`src/rtl/elevator_request_queue_pkg.sv`:
```
// Shared encodings and defaults for the elevator request queue and its floor scanner.
package elevator_request_queue_pkg;

    localparam int N_FLOORS_DEF = 5;
    localparam int FLOOR_W_DEF  = 3;

    localparam logic [1:0] DIR_IDLE = 2'b00;
    localparam logic [1:0] DIR_UP   = 2'b01;
    localparam logic [1:0] DIR_DOWN = 2'b10;

    typedef enum logic [1:0] {
        ST_IDLE = DIR_IDLE,
        ST_UP   = DIR_UP,
        ST_DOWN = DIR_DOWN
    } dir_state_t;

endpackage

```
`src/rtl/elevator_floor_scan.sv`:
```
// Combinational priority search over a request vector, restricted to floors at/above
// (ABOVE=1) or at/below (ABOVE=0) cur, returning the lowest or highest (PICK_HIGH) hit.
module elevator_floor_scan
    import elevator_request_queue_pkg::*;
#(
    parameter int N_FLOORS  = N_FLOORS_DEF,
    parameter int FLOOR_W   = FLOOR_W_DEF,
    parameter bit ABOVE     = 1'b1,
    parameter bit PICK_HIGH = 1'b0
) (
    input  logic [N_FLOORS-1:0] req,
    input  logic [FLOOR_W-1:0]  cur,
    output logic                found,
    output logic [FLOOR_W-1:0]  floor_idx
);

    // Ascending scan: the first hit is the lowest, the last hit is the highest.
    always_comb begin
        found     = 1'b0;
        floor_idx = '0;
        for (int i = 0; i < N_FLOORS; i++) begin
            if (req[i] && (ABOVE ? (i >= int'(cur)) : (i <= int'(cur)))) begin
                if (PICK_HIGH || !found) begin
                    found     = 1'b1;
                    floor_idx = FLOOR_W'(i);
                end
            end
        end
    end

endmodule

```
`src/rtl/elevator_request_queue.sv`:
```
// Latches hall/cabin calls and runs a SCAN scheduler that feeds the elevator controller.
// Define ELEV_REQ_SYNC_EN to pass fb/sb/buttons through 2-flop synchronizers before capture.
module elevator_request_queue
    import elevator_request_queue_pkg::*;
#(
    parameter int N_FLOORS = N_FLOORS_DEF,
    parameter int FLOOR_W  = FLOOR_W_DEF
) (
    input  logic                clk,
    input  logic                reset,
    input  logic [N_FLOORS-1:0] fb,
    input  logic [N_FLOORS-1:0] sb,
    input  logic [N_FLOORS-1:0] buttons,
    input  logic [FLOOR_W-1:0]  cur_floor,
    input  logic                arrived,
    output logic [FLOOR_W-1:0]  target_floor,
    output logic                target_valid,
    output logic [1:0]          dir,
    output logic [N_FLOORS-1:0] pending
);

    localparam logic [FLOOR_W:0]   N_IDX   = (FLOOR_W+1)'(N_FLOORS);
    localparam logic [N_FLOORS-1:0] FB_MASK = {1'b0, {(N_FLOORS-1){1'b1}}};
    localparam logic [N_FLOORS-1:0] SB_MASK = {{(N_FLOORS-1){1'b1}}, 1'b0};

    dir_state_t          state;
    logic [N_FLOORS-1:0] up_req, dn_req, cab_req, all_req;
    logic [N_FLOORS-1:0] fb_in, sb_in, btn_in;
    logic [N_FLOORS-1:0] up_clr, dn_clr, cab_clr;
    logic [N_FLOORS-1:0] cur_onehot;
    logic                cur_ok;

`ifdef ELEV_REQ_SYNC_EN
    logic [N_FLOORS-1:0] fb_meta, sb_meta, btn_meta;
    logic [N_FLOORS-1:0] fb_sync, sb_sync, btn_sync;

    always_ff @(posedge clk or negedge reset) begin
        if (!reset) begin
            fb_meta  <= '0;
            sb_meta  <= '0;
            btn_meta <= '0;
            fb_sync  <= '0;
            sb_sync  <= '0;
            btn_sync <= '0;
        end else begin
            fb_meta  <= fb;
            sb_meta  <= sb;
            btn_meta <= buttons;
            fb_sync  <= fb_meta;
            sb_sync  <= sb_meta;
            btn_sync <= btn_meta;
        end
    end

    assign fb_in  = fb_sync;
    assign sb_in  = sb_sync;
    assign btn_in = btn_sync;
`else
    assign fb_in  = fb;
    assign sb_in  = sb;
    assign btn_in = buttons;
`endif

    assign all_req    = up_req | dn_req | cab_req;
    assign pending    = all_req;
    assign dir        = state;
    assign cur_ok     = ({1'b0, cur_floor} < N_IDX);
    assign cur_onehot = cur_ok ? (N_FLOORS'(1) << cur_floor) : '0;

    logic                up_lo_found, any_above, dn_hi_found, any_below;
    logic [FLOOR_W-1:0]  up_lo_idx, above_hi_idx, dn_hi_idx, below_lo_idx;
    logic [FLOOR_W-1:0]  up_target, dn_target;
    logic                ahead_up, ahead_dn;

    elevator_floor_scan #(
        .N_FLOORS(N_FLOORS), .FLOOR_W(FLOOR_W), .ABOVE(1'b1), .PICK_HIGH(1'b0)
    ) u_scan_up_near (
        .req(cab_req | up_req), .cur(cur_floor), .found(up_lo_found), .floor_idx(up_lo_idx)
    );

    elevator_floor_scan #(
        .N_FLOORS(N_FLOORS), .FLOOR_W(FLOOR_W), .ABOVE(1'b1), .PICK_HIGH(1'b1)
    ) u_scan_up_far (
        .req(all_req & ~cur_onehot), .cur(cur_floor), .found(any_above), .floor_idx(above_hi_idx)
    );

    elevator_floor_scan #(
        .N_FLOORS(N_FLOORS), .FLOOR_W(FLOOR_W), .ABOVE(1'b0), .PICK_HIGH(1'b1)
    ) u_scan_dn_near (
        .req(cab_req | dn_req), .cur(cur_floor), .found(dn_hi_found), .floor_idx(dn_hi_idx)
    );

    elevator_floor_scan #(
        .N_FLOORS(N_FLOORS), .FLOOR_W(FLOOR_W), .ABOVE(1'b0), .PICK_HIGH(1'b0)
    ) u_scan_dn_far (
        .req(all_req & ~cur_onehot), .cur(cur_floor), .found(any_below), .floor_idx(below_lo_idx)
    );

    // Prefer calls travelling our way; otherwise run out to the farthest request before turning.
    assign up_target = up_lo_found ? up_lo_idx : above_hi_idx;
    assign dn_target = dn_hi_found ? dn_hi_idx : below_lo_idx;
    assign ahead_up  = up_lo_found | any_above;
    assign ahead_dn  = dn_hi_found | any_below;

    always_comb begin
        cab_clr = '0;
        up_clr  = '0;
        dn_clr  = '0;
        if (arrived && cur_ok) begin
            cab_clr = cur_onehot;
            case (state)
                ST_UP: begin
                    up_clr = cur_onehot;
                    if (!any_above) dn_clr = cur_onehot;
                end
                ST_DOWN: begin
                    dn_clr = cur_onehot;
                    if (!any_below) up_clr = cur_onehot;
                end
                default: begin
                    up_clr = cur_onehot;
                    dn_clr = cur_onehot;
                end
            endcase
        end
    end

    // Clearing is applied before the OR so a press landing with arrival survives.
    always_ff @(posedge clk or negedge reset) begin
        if (!reset) begin
            up_req  <= '0;
            dn_req  <= '0;
            cab_req <= '0;
        end else begin
            up_req  <= (up_req  & ~up_clr)  | (fb_in & FB_MASK);
            dn_req  <= (dn_req  & ~dn_clr)  | (sb_in & SB_MASK);
            cab_req <= (cab_req & ~cab_clr) | btn_in;
        end
    end

    always_ff @(posedge clk or negedge reset) begin
        if (!reset) begin
            state        <= ST_IDLE;
            target_floor <= '0;
            target_valid <= 1'b0;
        end else if (!cur_ok) begin
            target_valid <= 1'b0;
        end else begin
            case (state)
                ST_IDLE: begin
                    if (any_above) begin
                        state        <= ST_UP;
                        target_floor <= up_target;
                        target_valid <= 1'b1;
                    end else if (any_below) begin
                        state        <= ST_DOWN;
                        target_floor <= dn_target;
                        target_valid <= 1'b1;
                    end else if (|(all_req & cur_onehot)) begin
                        target_floor <= cur_floor;
                        target_valid <= 1'b1;
                    end else begin
                        target_valid <= 1'b0;
                    end
                end
                ST_UP: begin
                    if (ahead_up) begin
                        target_floor <= up_target;
                        target_valid <= 1'b1;
                    end else if (any_below) begin
                        state        <= ST_DOWN;
                        target_floor <= dn_target;
                        target_valid <= 1'b1;
                    end else begin
                        state        <= ST_IDLE;
                        target_valid <= 1'b0;
                    end
                end
                ST_DOWN: begin
                    if (ahead_dn) begin
                        target_floor <= dn_target;
                        target_valid <= 1'b1;
                    end else if (any_above) begin
                        state        <= ST_UP;
                        target_floor <= up_target;
                        target_valid <= 1'b1;
                    end else begin
                        state        <= ST_IDLE;
                        target_valid <= 1'b0;
                    end
                end
                default: begin
                    state        <= ST_IDLE;
                    target_valid <= 1'b0;
                end
            endcase
        end
    end

endmodule

```
`config.mk`:
```
export PLATFORM = sky130hd
export DESIGN_NAME = elevator_request_queue
export DESIGN_NICKNAME = d
export VERILOG_FILES = /design/src/rtl/elevator_request_queue_pkg.sv /design/src/rtl/elevator_floor_scan.sv /design/src/rtl/elevator_request_queue.sv
export SDC_FILE = /design/constraint.sdc
export NUM_CORES = 1
export LEC_CHECK = 0
export CAP_MARGIN = 10
export CORE_MARGIN = 4
export CORE_UTILIZATION = 50
export CTS_CLUSTER_DIAMETER = 50
export DETAILED_ROUTE_END_ITERATION = 12
export PLACE_DENSITY = 0.74
export SLEW_MARGIN = 20
export SYNTH_ARGS = -nofsm -noshare
export SYNTH_HDL_FRONTEND = slang
export SYNTH_SLANG_ARGS = --single-unit
```
`constraint.sdc`:
```
create_clock -name clk -period 7.1 [get_ports clk]
set_clock_uncertainty 0.1 [all_clocks]
set_input_delay 1.775 -clock clk [delete_from_list [all_inputs] [get_ports clk]]
set_output_delay 1.775 -clock clk [all_outputs]
set_load 0.005 [all_outputs]
```
After elaboration in Yosys (flattened, before gate mapping)
Cells that the tools add are included.

word-level totals
  word-level logic and storage cells = 145
  bits of input ports = 21
  output and inout bits = 11
  register bits = 21

cells by class
  $lt $le $gt $ge = 10
  shifts and indexed selects = 1
  reduce and logical (&&, ||, !) cells = 24
  bitwise gates (word level) = 18
  muxes and demuxes = 78
  equality and inequality tests = 8

operator list
  kind                                                                   count
  3-bit 2-to-1 mux                                                       25
  5-bit 2-to-1 mux                                                       8
  1-bit 2-to-1 mux                                                       33
  5-bit bitwise OR                                                       6
  5-bit AND                                                              5
  5-bit inverter                                                         4
  1-bit logical AND                                                      19
  2-bit 2-to-1 mux                                                       9
  3-bit != test (second input constant)                                  3
  3-bit case mux with 3 select lines                                     1
  1-bit by 3-bit >= comparator with 1-bit output (first input constant)  2
  2-bit by 3-bit >= comparator with 1-bit output (first input constant)  2
  2-bit by 3-bit <= comparator with 1-bit output (first input constant)  2
  2-bit case mux with 3 select lines                                     1
  5-bit by 4-bit bitwise OR with 5-bit output                            1
  5-bit AND reduction                                                    1
  5-bit OR reduction                                                     1
  1-bit by 3-bit left shift with 5-bit output (first input constant)     1
  2-bit != test (second input constant)                                  2
  4-bit != test (second input constant)                                  1
  4-bit AND reduction                                                    1
  3-bit >= comparator (first input constant)                             1
  1-bit by 3-bit <= comparator with 1-bit output (first input constant)  1
  3-bit <= comparator (first input constant)                             1
  7 further kinds                                                        8

Longest topological paths before layout
  word-level depth = 17
  mapped depth = 9
  mapped depth without buffers = 8

Hierarchy
A second synthesis with hierarchy kept.

unflattened totals
  cells, all modules = 210
  area, all modules = 1725.4 sq um

modules (own cells, without submodules)
  module                                sequential area each (sq um)  times used  area an instance (sq um)  cells each
  elevator_request_queue                525.5                         1           1368.8                    153
  elevator_floor_scan (u_scan_up_near)  0.0                           1           98.8                      16
  elevator_floor_scan (u_scan_dn_near)  0.0                           1           92.6                      14
  elevator_floor_scan (u_scan_up_far)   0.0                           1           86.3                      14
  elevator_floor_scan (u_scan_dn_far)   0.0                           1           78.8                      13

Worst setup path after synthesis
Ideal clock, no wire load.

  path type = input to register
  start = input port cur_floor[0]
  end = register target_floor[0]
  library setup time = 0.128 ns
  required time = 6.872 ns
  cell stages on the path = 8
  path slack = 2.976 ns
  data arrival time = 3.896 ns
  path buffers = 2
  cell sequence = buf_6 > nor3_1 > o22ai_1 > or3_1 > buf_6 > or4_4 > o211ai_2 > mux2_1

on the way
  word-level cells in the longest chain between the ends = 17
  elaborated cells on any way between the ends = 93

ends and longest elaborated chain
  item                                                                                       line                                                          source
  start, declared                                                                            elevator_request_queue.sv:14                                  input logic [FLOOR_W-1:0] cur_floor,
  3-bit less-than comparator or 1-bit by 3-bit left shift with 5-bit output (tied branches)  elevator_request_queue.sv:67, elevator_request_queue.sv:68
  5-bit 2-to-1 mux                                                                           elevator_request_queue.sv:68                                  assign cur_onehot = cur_ok ? (N_FLOORS'(1) << cur_floor) : '0;
  5-bit inverter                                                                             elevator_request_queue.sv:84, elevator_request_queue.sv:96
  5-bit AND                                                                                  elevator_request_queue.sv:84, elevator_request_queue.sv:96
  1-bit 2-to-1 mux                                                                           elevator_floor_scan.sv:22                                     if (req[i] && (ABOVE ? (i >= int'(cur)) : (i <= int'(cur)))) begin
  1-bit 2-to-1 mux                                                                           elevator_floor_scan.sv:23                                     if (PICK_HIGH || !found) begin
  3-bit 2-to-1 mux                                                                           elevator_floor_scan.sv:22
  3-bit 2-to-1 mux                                                                           elevator_floor_scan.sv:23
  3-bit 2-to-1 mux                                                                           elevator_floor_scan.sv:22
  3-bit 2-to-1 mux                                                                           elevator_floor_scan.sv:23
  3-bit 2-to-1 mux                                                                           elevator_floor_scan.sv:22
  3-bit 2-to-1 mux                                                                           elevator_floor_scan.sv:23
  3-bit 2-to-1 mux                                                                           elevator_floor_scan.sv:22
  3-bit 2-to-1 mux                                                                           elevator_request_queue.sv:101                                 assign dn_target = dn_hi_found ? dn_hi_idx : below_lo_idx;
  3-bit 2-to-1 mux (on tied branches)                                                        elevator_request_queue.sv:170, elevator_request_queue.sv:155
  3-bit 2-to-1 mux (on tied branches)                                                        elevator_request_queue.sv:167, elevator_request_queue.sv:151
  3-bit case mux with 3 select lines                                                         elevator_request_queue.sv:149                                 case (state)
  end signal, assigned                                                                       elevator_request_queue.sv:153                                 target_floor <= up_target;
  end signal, assigned                                                                       elevator_request_queue.sv:168                                 target_floor <= up_target;
  end signal, assigned                                                                       elevator_request_queue.sv:172                                 target_floor <= dn_target;
  end, declared                                                                              elevator_request_queue.sv:16                                  output logic [FLOOR_W-1:0] target_floor,

Several ways; a longest one is shown, not always the timed one. The select of a mux whose other input is x is not followed.
A chain may end at the register's enable or synchronous reset.

Worst setup path in the final report
  start = input port cur_floor[2]
  end = register target_floor[2]

on the way
  word-level cells in the longest chain between the ends = 16
  elaborated cells on any way between the ends = 83

ends and longest elaborated chain
  item                                                                                       line
  3-bit less-than comparator or 1-bit by 3-bit left shift with 5-bit output (tied branches)  elevator_request_queue.sv:67, elevator_request_queue.sv:68
  5-bit 2-to-1 mux                                                                           elevator_request_queue.sv:68
  5-bit inverter                                                                             elevator_request_queue.sv:84, elevator_request_queue.sv:96
  5-bit AND                                                                                  elevator_request_queue.sv:84, elevator_request_queue.sv:96
  1-bit 2-to-1 mux or 1-bit logical AND (tied branches)                                      elevator_floor_scan.sv:22
  1-bit 2-to-1 mux                                                                           elevator_floor_scan.sv:22
  3-bit 2-to-1 mux                                                                           elevator_floor_scan.sv:23
  3-bit 2-to-1 mux                                                                           elevator_floor_scan.sv:22
  3-bit 2-to-1 mux                                                                           elevator_floor_scan.sv:23
  3-bit 2-to-1 mux                                                                           elevator_floor_scan.sv:22
  3-bit 2-to-1 mux                                                                           elevator_floor_scan.sv:23
  3-bit 2-to-1 mux                                                                           elevator_floor_scan.sv:22
  3-bit 2-to-1 mux                                                                           elevator_request_queue.sv:101
  3-bit 2-to-1 mux (on tied branches)                                                        elevator_request_queue.sv:170, elevator_request_queue.sv:155
  3-bit 2-to-1 mux (on tied branches)                                                        elevator_request_queue.sv:167, elevator_request_queue.sv:151
  3-bit case mux with 3 select lines                                                         elevator_request_queue.sv:149

Several ways; a longest one is shown, not always the timed one. The select of a mux whose other input is x is not followed.

==> impl_metrics.py <==
metrics = {
    "yosys": {
        "yosys.area.top_type": "dfrtp_1",
        "synth-seq-cells": 21,
        "synthFlopType": "dfrtp_1",
        "synth_edf_count": 0,
        "ys_warn_count": 0,
        "synth_cell_type_count": 46,
        "synth_cells": 191,
        "synth_seq_area_share_pct": 32.8,
        "syn_area_sq_mm": 0.00160,
        "async_flop_share_pct": 100,
        "syn-num-nets": 216,
        "synth_area_per_cell_sq_um": 8.38,
        "netlist_top_cells_area": "dfrtp_1, a21o_1, nand2_1",
        "synth_top_area_share_pct": 32.8,
    },
    "critical_path": {
        "r2r_end": "target_floor[2]",
        "crit_type": "input pin to flip-flop",
        "cp_max_fo": 20,
        "crit_start": "cur_floor[2]",
        "cp-start-kind": "input pin",
        "worstPathRequired_ns": 7.18,
        "cp-end-kind": "flip-flop",
        "r2r_cells": 6,
        "cp-endpoint": "target_floor[2]",
        "ff2ff_setup_slack_ns": 4.14,
        "r2r-start": "dn_req[2]",
        "crit_arrival_ns": 5.05,
    },
    "global_route": {
        "grt.total_usage_pct": 20.8,
        "grt_overflow": 0,
        "grt_pass1_wl_um": 6930,
        "antenna_found_initial": 0,
        "grt_start_max_net_pins": 22,
        "grt_pass1_vias": 1400,
    },
    "worst_hold_path": {
        "hp-class": "flip-flop to flip-flop",
    },
    "floorplan": {
        "core-area_sq_mm": 0.00305,
        "initial_core_util_pct": 52.4,
        "die_x_um": 64.6,
        "fp-row-count": 20,
        "die_y_um": 64.6,
        "fp.dieArea_sq_mm": 0.00417,
        "io_pins": 32,
    },
    "timing": {
        "fin_crit_sh_pct": 69.9,
        "slew_viol_final": 0,
        "rsz0062_at_grt": "false",
        "hold_viol_final": 0,
        "fin_setup_tns_ns": 0,
        "relSlewSlack_pct": 55.0,
        "max_freq_mhz": 201,
        "tightest_slew_ns": 0.671,
        "fin_crit_ns": 4.96,
        "setup_viol": 0,
    },
    "finish": {
        "final_cell_mix": "clkdlybuf4s50_1, dfrtp_1, nand2_1",
        "nNetsFinal": 242,
        "fill_cells": 283,
        "syn2layout_area_growth_pct": 18.1,
        "drive_above_1_share_pct": 6.48,
        "final_common_cell": "clkdlybuf4s50_1",
        "n_antenna_cell": 0,
    },
    "clock_tree": {
        "clkSinkCount": 21,
        "clk_latency_ns": 0.29,
        "hold_buffers": 0,
        "clkTransAtPathRegs_ns": 0.11,
        "htree_levels": 1,
        "clockBufferDepth": 2,
        "ctsResizeCount": 0,
        "cts_setup_buffers": 0,
        "cts_buffers": 3,
        "cts_root_buf": "clkbuf_4",
        "cts_tree": "yes",
    },
    "placement": {
        "gp_congestion": 0.964,
        "port_buffers": 29,
        "dpl.hpwl_um": 3170,
    },
    "power_and_ir_drop": {
        "peakVddDrop_v": 0.000155,
        "finalPower_uw": 426,
        "leakagePower_uw": 0.000728,
        "cellPowerDensity_mw_per_mm2": 226,
    },
    "status": {
        "status": "finished clean",
    },
    "flow_run": {
        "cap_viol_max_count": 0,
    },
    "drt": {
        "avgRoutedWirePerCell_um": 15.7,
        "dr.pass1.iters": 4,
        "wirelength_um": 4090,
        "drtIter0Drc": 238,
        "vias": 1565,
        "post-route-drc-count": 0,
        "vias_per_cell": 6.02,
        "antenna_left": 0,
    },
}
[Yosys cell counts, drive strengths merged (5+ instances only)]
cell type,n
dfrtp,21
or3,5
nand3,5
nand2,19
inv,14
buf,8
o22ai,5
a21oi,10
nor2,17
nor3,9
o21ai,8
a21o,13
[state kept, by name, indices dropped and copies added (netlist names)]
register,count
cab_req,5
dir,2
dn_req,5
target_floor,3
target_valid,1
up_req,5
[metal layers]
layer  global-route usage, %  wire, um
met1                    32.6      1860
met2                    29.4      1820
met3                    3.81       374
met4                    4.22        40
met5                       0         0
[area by class of cell]
type                    instances  area (sq um)  area share, %
clock buffers                   4          26.3           1.39
inverters                      14          52.6           2.78
multi-input cells             148           945           50.0
flip-flops and latches         21           526           27.8
well taps                      44          55.1           2.91
repair buffers                 29           285           15.1
[kinds of logic (layout without fill, tap and decap cells)]
kind of cell | after synthesis | in the layout | synth area share (%)
AND/OR/NAND/NOR | 70 | 70 | 21.5
adder cells (fa/ha/maj) | 4 | 4 | 3.13
buffers and inverters | 22 | 47 | 8.13
flip-flops | 21 | 21 | 32.8
multiplexers | 4 | 4 | 2.66
AO/OA/AOI/OAI | 70 | 70 | 31.7
[worst min-delay path by stage]
stage,cells after the start,startpoint,endpoint,slack (ns)
after floorplan,1,dn_req[3],dn_req[3],0.36
final,1,dn_req[3],dn_req[3],0.40
after global placement,1,target_floor[2],target_floor[2],0.38
after CTS,1,dn_req[3],dn_req[3],0.41
after detailed placement,1,dn_req[3],dn_req[3],0.38
after global routing,1,dn_req[3],dn_req[3],0.43
[critical path, stage by stage]
cell and delay (ns):
clkdlybuf4s50_1 0.74, nor3_1 0.68, o22ai_1 0.24, or3_1 0.55
or4_4 0.58, o211ai_2 0.13, mux2_1 0.35
[where the power goes]
group          internal, uW  leakage, uW  switching, uW
combinational           103     0.000493            112
sequential              141     0.000220           16.0
clock                  21.8    0.0000150           32.8
[through the flow]
stage / hold WS [ns] / setup slack, ns / util, % / instance area [sq um] / cells
4_1_cts: 0.405 / 2.24 / 62.0 / 1890 / 260
6_report: 0.400 / 2.14 / 61.9 / 1890 / 260
3_5_place_dp: 0.380 / 1.92 / 61.2 / 1870 / 256
3_3_place_gp: 0.378 / 1.96 / 61.2 / 1870 / 256
2_1_floorplan: 0.360 / 2.98 / - / 1600 / 191
5_1_grt: 0.425 / 1.96 / 61.9 / 1890 / 260
Power figures use the tool's default switching activity.
